==> src/rtl/instr_issuer.sv <==
// instr_issuer: issues a buffered program of 16-bit instructions to a CPU,
// one instruction at a time, using a load / start / wait handshake.
//
// Ports
//   clk        rising-edge clock
//   reset      asynchronous active-low reset
//   prog_we    program buffer write strobe (ignored while busy)
//   prog_addr  program buffer write address
//   prog_data  instruction word to write
//   prog_len   number of instructions to issue (clamped to DEPTH), sampled on go
//   go         start pulse (ignored while busy)
//   abort      stop a run in progress (sets err, no done pulse)
//   cpu_w      CPU ready flag (1 = idle/ready)
//   cpu_in     instruction word to the CPU (held while idle)
//   cpu_load   CPU instruction-register load strobe
//   cpu_s      CPU start strobe
//   busy       run in progress
//   done       one-cycle pulse on run completion
//   err        sticky error flag, cleared by go
//   pc         index of the instruction being issued
//
// Optional feature: define ISSUER_TIMEOUT_EN to add a watchdog on the two
// wait states; on expiry err is set and the run finishes with a done pulse.
`timescale 1ns/1ps

module instr_issuer #(
  parameter int unsigned DEPTH   = 32,
  parameter int unsigned TIMEOUT = 255
) (
  input  logic                       clk,
  input  logic                       reset,
  input  logic                       prog_we,
  input  logic [$clog2(DEPTH)-1:0]   prog_addr,
  input  logic [15:0]                prog_data,
  input  logic [$clog2(DEPTH):0]     prog_len,
  input  logic                       go,
  input  logic                       abort,
  input  logic                       cpu_w,
  output logic [15:0]                cpu_in,
  output logic                       cpu_load,
  output logic                       cpu_s,
  output logic                       busy,
  output logic                       done,
  output logic                       err,
  output logic [$clog2(DEPTH)-1:0]   pc
);

  localparam int unsigned AW = $clog2(DEPTH);
  localparam int unsigned LW = AW + 1;

  typedef enum logic [2:0] {
    IDLE, LOAD, START, WAIT_LO, WAIT_HI, NEXT, FIN
  } state_t;

  state_t          state;
  logic [LW-1:0]   len;
  logic [LW-1:0]   len_in;
  logic [AW-1:0]   pc_inc;
  logic            last;
  logic [15:0]     mem [DEPTH];

`ifdef ISSUER_TIMEOUT_EN
  localparam int unsigned WDW = 8;
  logic [WDW-1:0]  wdog;
`else
  logic            unused_timeout;
  assign unused_timeout = ^8'(TIMEOUT);
`endif

  // Program buffer: no reset, so contents survive a reset.
  always_ff @(posedge clk) begin
    if (prog_we && !busy) mem[prog_addr] <= prog_data;
  end

  // Length clamp and end-of-program detection.
  always_comb begin
    len_in = (prog_len > LW'(DEPTH)) ? LW'(DEPTH) : prog_len;
    pc_inc = AW'(pc + 1'b1);
    last   = (({1'b0, pc} + LW'(1)) == len);
  end

  // Issue FSM; every output is registered alongside the state it belongs to.
  always_ff @(posedge clk or negedge reset) begin
    if (!reset) begin
      state    <= IDLE;
      len      <= '0;
      cpu_in   <= '0;
      cpu_load <= 1'b0;
      cpu_s    <= 1'b0;
      busy     <= 1'b0;
      done     <= 1'b0;
      err      <= 1'b0;
      pc       <= '0;
`ifdef ISSUER_TIMEOUT_EN
      wdog     <= '0;
`endif
    end else begin
      cpu_load <= 1'b0;
      cpu_s    <= 1'b0;
      done     <= 1'b0;
      if (state != IDLE && abort) begin
        err   <= 1'b1;
        busy  <= 1'b0;
        state <= IDLE;
      end else begin
        case (state)
          IDLE: begin
            if (go) begin
              len  <= len_in;
              pc   <= '0;
              err  <= 1'b0;
              busy <= 1'b1;
              if (len_in != '0) begin
                state    <= LOAD;
                cpu_load <= 1'b1;
                cpu_in   <= mem[0];
              end else begin
                state <= FIN;
              end
            end
          end
          LOAD: begin
            state <= START;
            cpu_s <= 1'b1;
          end
          START: begin
            state <= WAIT_LO;
`ifdef ISSUER_TIMEOUT_EN
            wdog  <= '0;
`endif
          end
          // Wait for cpu_w to drop so a stale ready is never taken.
          WAIT_LO: begin
            if (!cpu_w) begin
              state <= WAIT_HI;
`ifdef ISSUER_TIMEOUT_EN
              wdog  <= '0;
            end else if (wdog == WDW'(TIMEOUT - 1)) begin
              err   <= 1'b1;
              state <= FIN;
            end else begin
              wdog  <= wdog + WDW'(1);
`endif
            end
          end
          WAIT_HI: begin
            if (cpu_w) begin
              state <= NEXT;
`ifdef ISSUER_TIMEOUT_EN
            end else if (wdog == WDW'(TIMEOUT - 1)) begin
              err   <= 1'b1;
              state <= FIN;
            end else begin
              wdog  <= wdog + WDW'(1);
`endif
            end
          end
          NEXT: begin
            if (last) begin
              state <= FIN;
            end else begin
              pc       <= pc_inc;
              cpu_in   <= mem[pc_inc];
              cpu_load <= 1'b1;
              state    <= LOAD;
            end
          end
          FIN: begin
            done  <= 1'b1;
            busy  <= 1'b0;
            state <= IDLE;
          end
          default: begin
            busy  <= 1'b0;
            state <= IDLE;
          end
        endcase
      end
    end
  end

endmodule

==> config.mk <==
export PLATFORM = sky130hd
export DESIGN_NAME = instr_issuer
export DESIGN_NICKNAME = d
export VERILOG_FILES = /design/src/rtl/instr_issuer.sv
export SDC_FILE = /design/constraint.sdc
export NUM_CORES = 1
export LEC_CHECK = 0
export BUFFER_PORTS_ARGS = -buffer_cell sky130_fd_sc_hd__buf_2
export CAP_MARGIN = 20
export CORE_ASPECT_RATIO = 0.75
export CORE_MARGIN = 2
export CORE_UTILIZATION = 50
export CTS_CLUSTER_SIZE = 12
export DETAILED_ROUTE_END_ITERATION = 16
export PLACE_DENSITY = 0.65
export SLEW_MARGIN = 15
export SYNTH_ARGS = -nofsm -noshare
export SYNTH_HDL_FRONTEND = slang
export SYNTH_SLANG_ARGS = --single-unit
==> constraint.sdc <==
create_clock -name clk -period 2.8 [get_ports clk]
set_clock_uncertainty 0.2 [all_clocks]
set_input_delay 0.14 -clock clk [delete_from_list [all_inputs] [get_ports clk]]
set_output_delay 0.14 -clock clk [all_outputs]
set_load 0.02 [all_outputs]
==> results by group <==
Run status
  – Outcome: finished, final reports clean

Setup path
  – Worst-path cell chain: ha_4 > buf_12 > mux4_2 > a22o_1 > o21ai_1 > nand3_1 > mux2_2
  – Crit path max fanout: 17
  – WP depth: 7
  – R2r setup slk: between 0.015 and 0.02 ns
  – Top delay family on crit path: compound AO/OA/AOI/OAI gates
  – WP data arrival: around 3.1 ns
  – CP Data Required Time: slightly above 3 ns
  – CP Buf/Inv Count: 1
  – Critical Path Start Type: flop
  – CP Capture Type: flop
  – Crit-path slowest cell: dfrtp_4
  – R2R depth: 7
  – CP max stage delay: 0.51 ns
  – Critical path class: reg -> reg

Global routing
  – GRT overflow: 0
  – Vias in the first global route: roughly 11k
  – Initial antenna violation count: 1
  – GRT Util Overall: 24.1%
  – Wire length of the first global-routing pass: around 77000 um
  – Largest net degree at the start of global routing: 36

Floorplan
  – Die ar.: 44900 sq um
  – Number of placement rows: 65
  – Core area: between 40000 and 50000 sq um
  – Die W: roughly 240 um
  – Chip Height: around 180 um
  – I/O pin cnt: a little under 60
  – Initial core utilization: approximately half

CTS
  – Clock tree buffer depth: 3
  – CTS tree: yes
  – H-Tree Depth: 2
  – Sink Count: around 550
  – CTS root buffer: clkbuf_16
  – Cts bufs inserted: between 50 and 60
  – Worst-path clk slew: 0.07 ns
  – Worst skew pair latency: between 0.5 and 0.6 ns

Power
  – P_leak: 8.11 nW
  – Worst VDD drop: between 0.5 and 0.6 mV
  – Tot Pwr: 0.0184 W
  – Pwr Density: around 740 nW/um^2

Drt
  – Drt pass-1 iters: 5
  – Vias: approximately 11k
  – Residual DRC: 0
  – DR iter-0 viols: ~1.3k
  – WL/cell: around 28 um
  – Via/cell ratio: between 6 and 7
  – Final wirelength: 52800 um
  – Antenna viol nets, final: 0

Synth
  – Syn nets: between 1k and 1.5k
  – Synthesis Warnings: 0
  – Syn_area_per_cell: 20.0 sq um
  – Synth unique cells: 55
  – Main area contributors after synthesis: edfxtp_1, mux4_2, dfrtp_1, nand2_1, nor2_1
  – Share of Yosys cell area claimed by the top area cell type: a little under three quarters
  – Syn Inst Count: approximately 1.1k
  – Sequential-to-total area share from yosys stat: around 75%
  – Seq cells post-synth: approximately 550
  – Area leader, netlist: edfxtp_1
  – Post-synth EDFFs: approximately 510
  – Ys flop type: edfxtp_1
  – Post-synth ARST share: under 10%
  – Mapped Area: between 20000 and 25000 sq um

Timing
  – Tightest Pin Transition: around 0.9 ns
  – Max-slew violation count: 0
  – Period utilization: between 90% and 100%
  – FMAX: 359 MHz
  – Final Hold Fails: 0
  – Setup TNS: 0 ns
  – # setup viols final: 0
  – RSZ-0062 raised after global routing: true
  – Period minus WS final: approximately 2.8 ns
  – Worst slew margin: 41.3%

Flow run
  – Max Cap Violations: 0

Placed design
  – Placed cells: around 1.7k
  – I/O Buffers: a little under 60
  – DP HPWL: between 30000 and 40000 um
  – Gpl congestion: 0.859

Min path
  – Hold crit path type: in -> async

Final layout
  – Layout cells sized above 1: 28.4%
  – Commonest non-fill, non-tap cell in the layout: edfxtp_1
  – Most frequent cells in the layout: edfxtp_1, mux4_2, buf_4
  – Fill cell count: 3088
  – # nets final: around 1.3k
  – Final Instance Count excl. Fillers: around 1.9k
  – P&R area growth vs syn: 15.6%
  – # diodes: 0
  – Multi-input gate area: 4920 sq um
  – FF+latch area: between 15000 and 20000 sq um
[layout make-up]
cell class	instances	share of cell area (%)
Tap cell	569	2.85
Multi-Input combinational cell	445	19.7
Sequential cell	547	65.1
Timing Repair Buffer	186	6.00
Inverter	30	0.451
Clock buffer	78	5.81
Clock inverter	3	0.0952
[metrics by stage]
stage | hold slack [ns] | instance area, sq um | setup slack (ns) | utilization (%)
final | 0.0157 | 25000 | 0.0175 | 59.0
after floorplan | -0.356 | 21600 | 0.141 | -
after global placement | 0.0923 | 23100 | 0.0694 | 54.6
after global routing | 0.0276 | 25000 | -0.0328 | 59.0
after CTS | 0.000358 | 24900 | 0.0208 | 58.9
after detailed placement | 0.0975 | 23100 | 0.0426 | 54.6
[sequential cells by signal, summed over array words and instances, names as in the netlist, 3 cells and up]
signal  flops
mem       512
state       3
cpu_in     16
len         6
pc          5
[worst paths after layout]
path | startpoint | to
worst max-delay path | pc[0] | cpu_in[14]
worst min-delay path | reset | pc[3]
worst max register to register | pc[0] | cpu_in[14]
worst min register to register | len[0] | len[0]
max in group asynchronous | reset | pc[0]
min in group clk | prog_data[11] | mem[14][11]
[routing by layer]
layer	routed length [um]	part of all wire [%]	GRT usage (%)	vias up
li1	-	-	-	4762
met1	22500	43	35.6	5946
met2	23800	45	35.6	538
met3	5010	9.5	6.15	90
met4	1500	2.8	7.22	0
met5	0	0	0	-
[worst reg2reg max path, stage by stage (launching register included)]
cell	delay (ns)
dfrtp_4	0.51
ha_4	0.38
buf_12	0.20
mux4_2	0.32
a22o_1	0.28
o21ai_1	0.38
nand3_1	0.13
mux2_2	0.28
[synth_stat cells (all sizes together), types with 4 or more instances]
master     n
edfxtp   512
mux4     128
nand2     62
nor2      43
o21ai     38
buf       37
dfrtp     35
inv       30
clkbuf    20
a22o      18
nand3     16
nor3      16
a32o      15
mux2i     15
mux2      10
nand2b    10
o22ai     10
o2bb2ai    9
o22a       7
xnor2      6
a21oi      4
[power by group]
group / switching [W] / leakage [nW] / internal, W
registers: 0.000256 / 5.04 / 0.00921
logic: 0.00142 / 2.36 / 0.00115
clock network: 0.00282 / 0.710 / 0.00353
total: 0.00450 / 8.11 / 0.0139
[cell families after synthesis]
kind of cell / share of synthesized area [%]
AND/OR/NAND/NOR: 3.58
AO/OA/AOI/OAI: 3.96
flip-flops: 75.3
buffers and inverters: 2.13
XOR/XNOR: 0.400
adder cells (fa/ha/maj): 0.0579
multiplexers: 14.6
[repair_timing]
item	CTS	global route
setup buffers	0	2
hold endpoints to repair	464	0
setup endpoints to repair	0	17
hold buffers	33	0
gates resized for setup	0	10
Note: power is estimated with default switching activity, not from simulation.
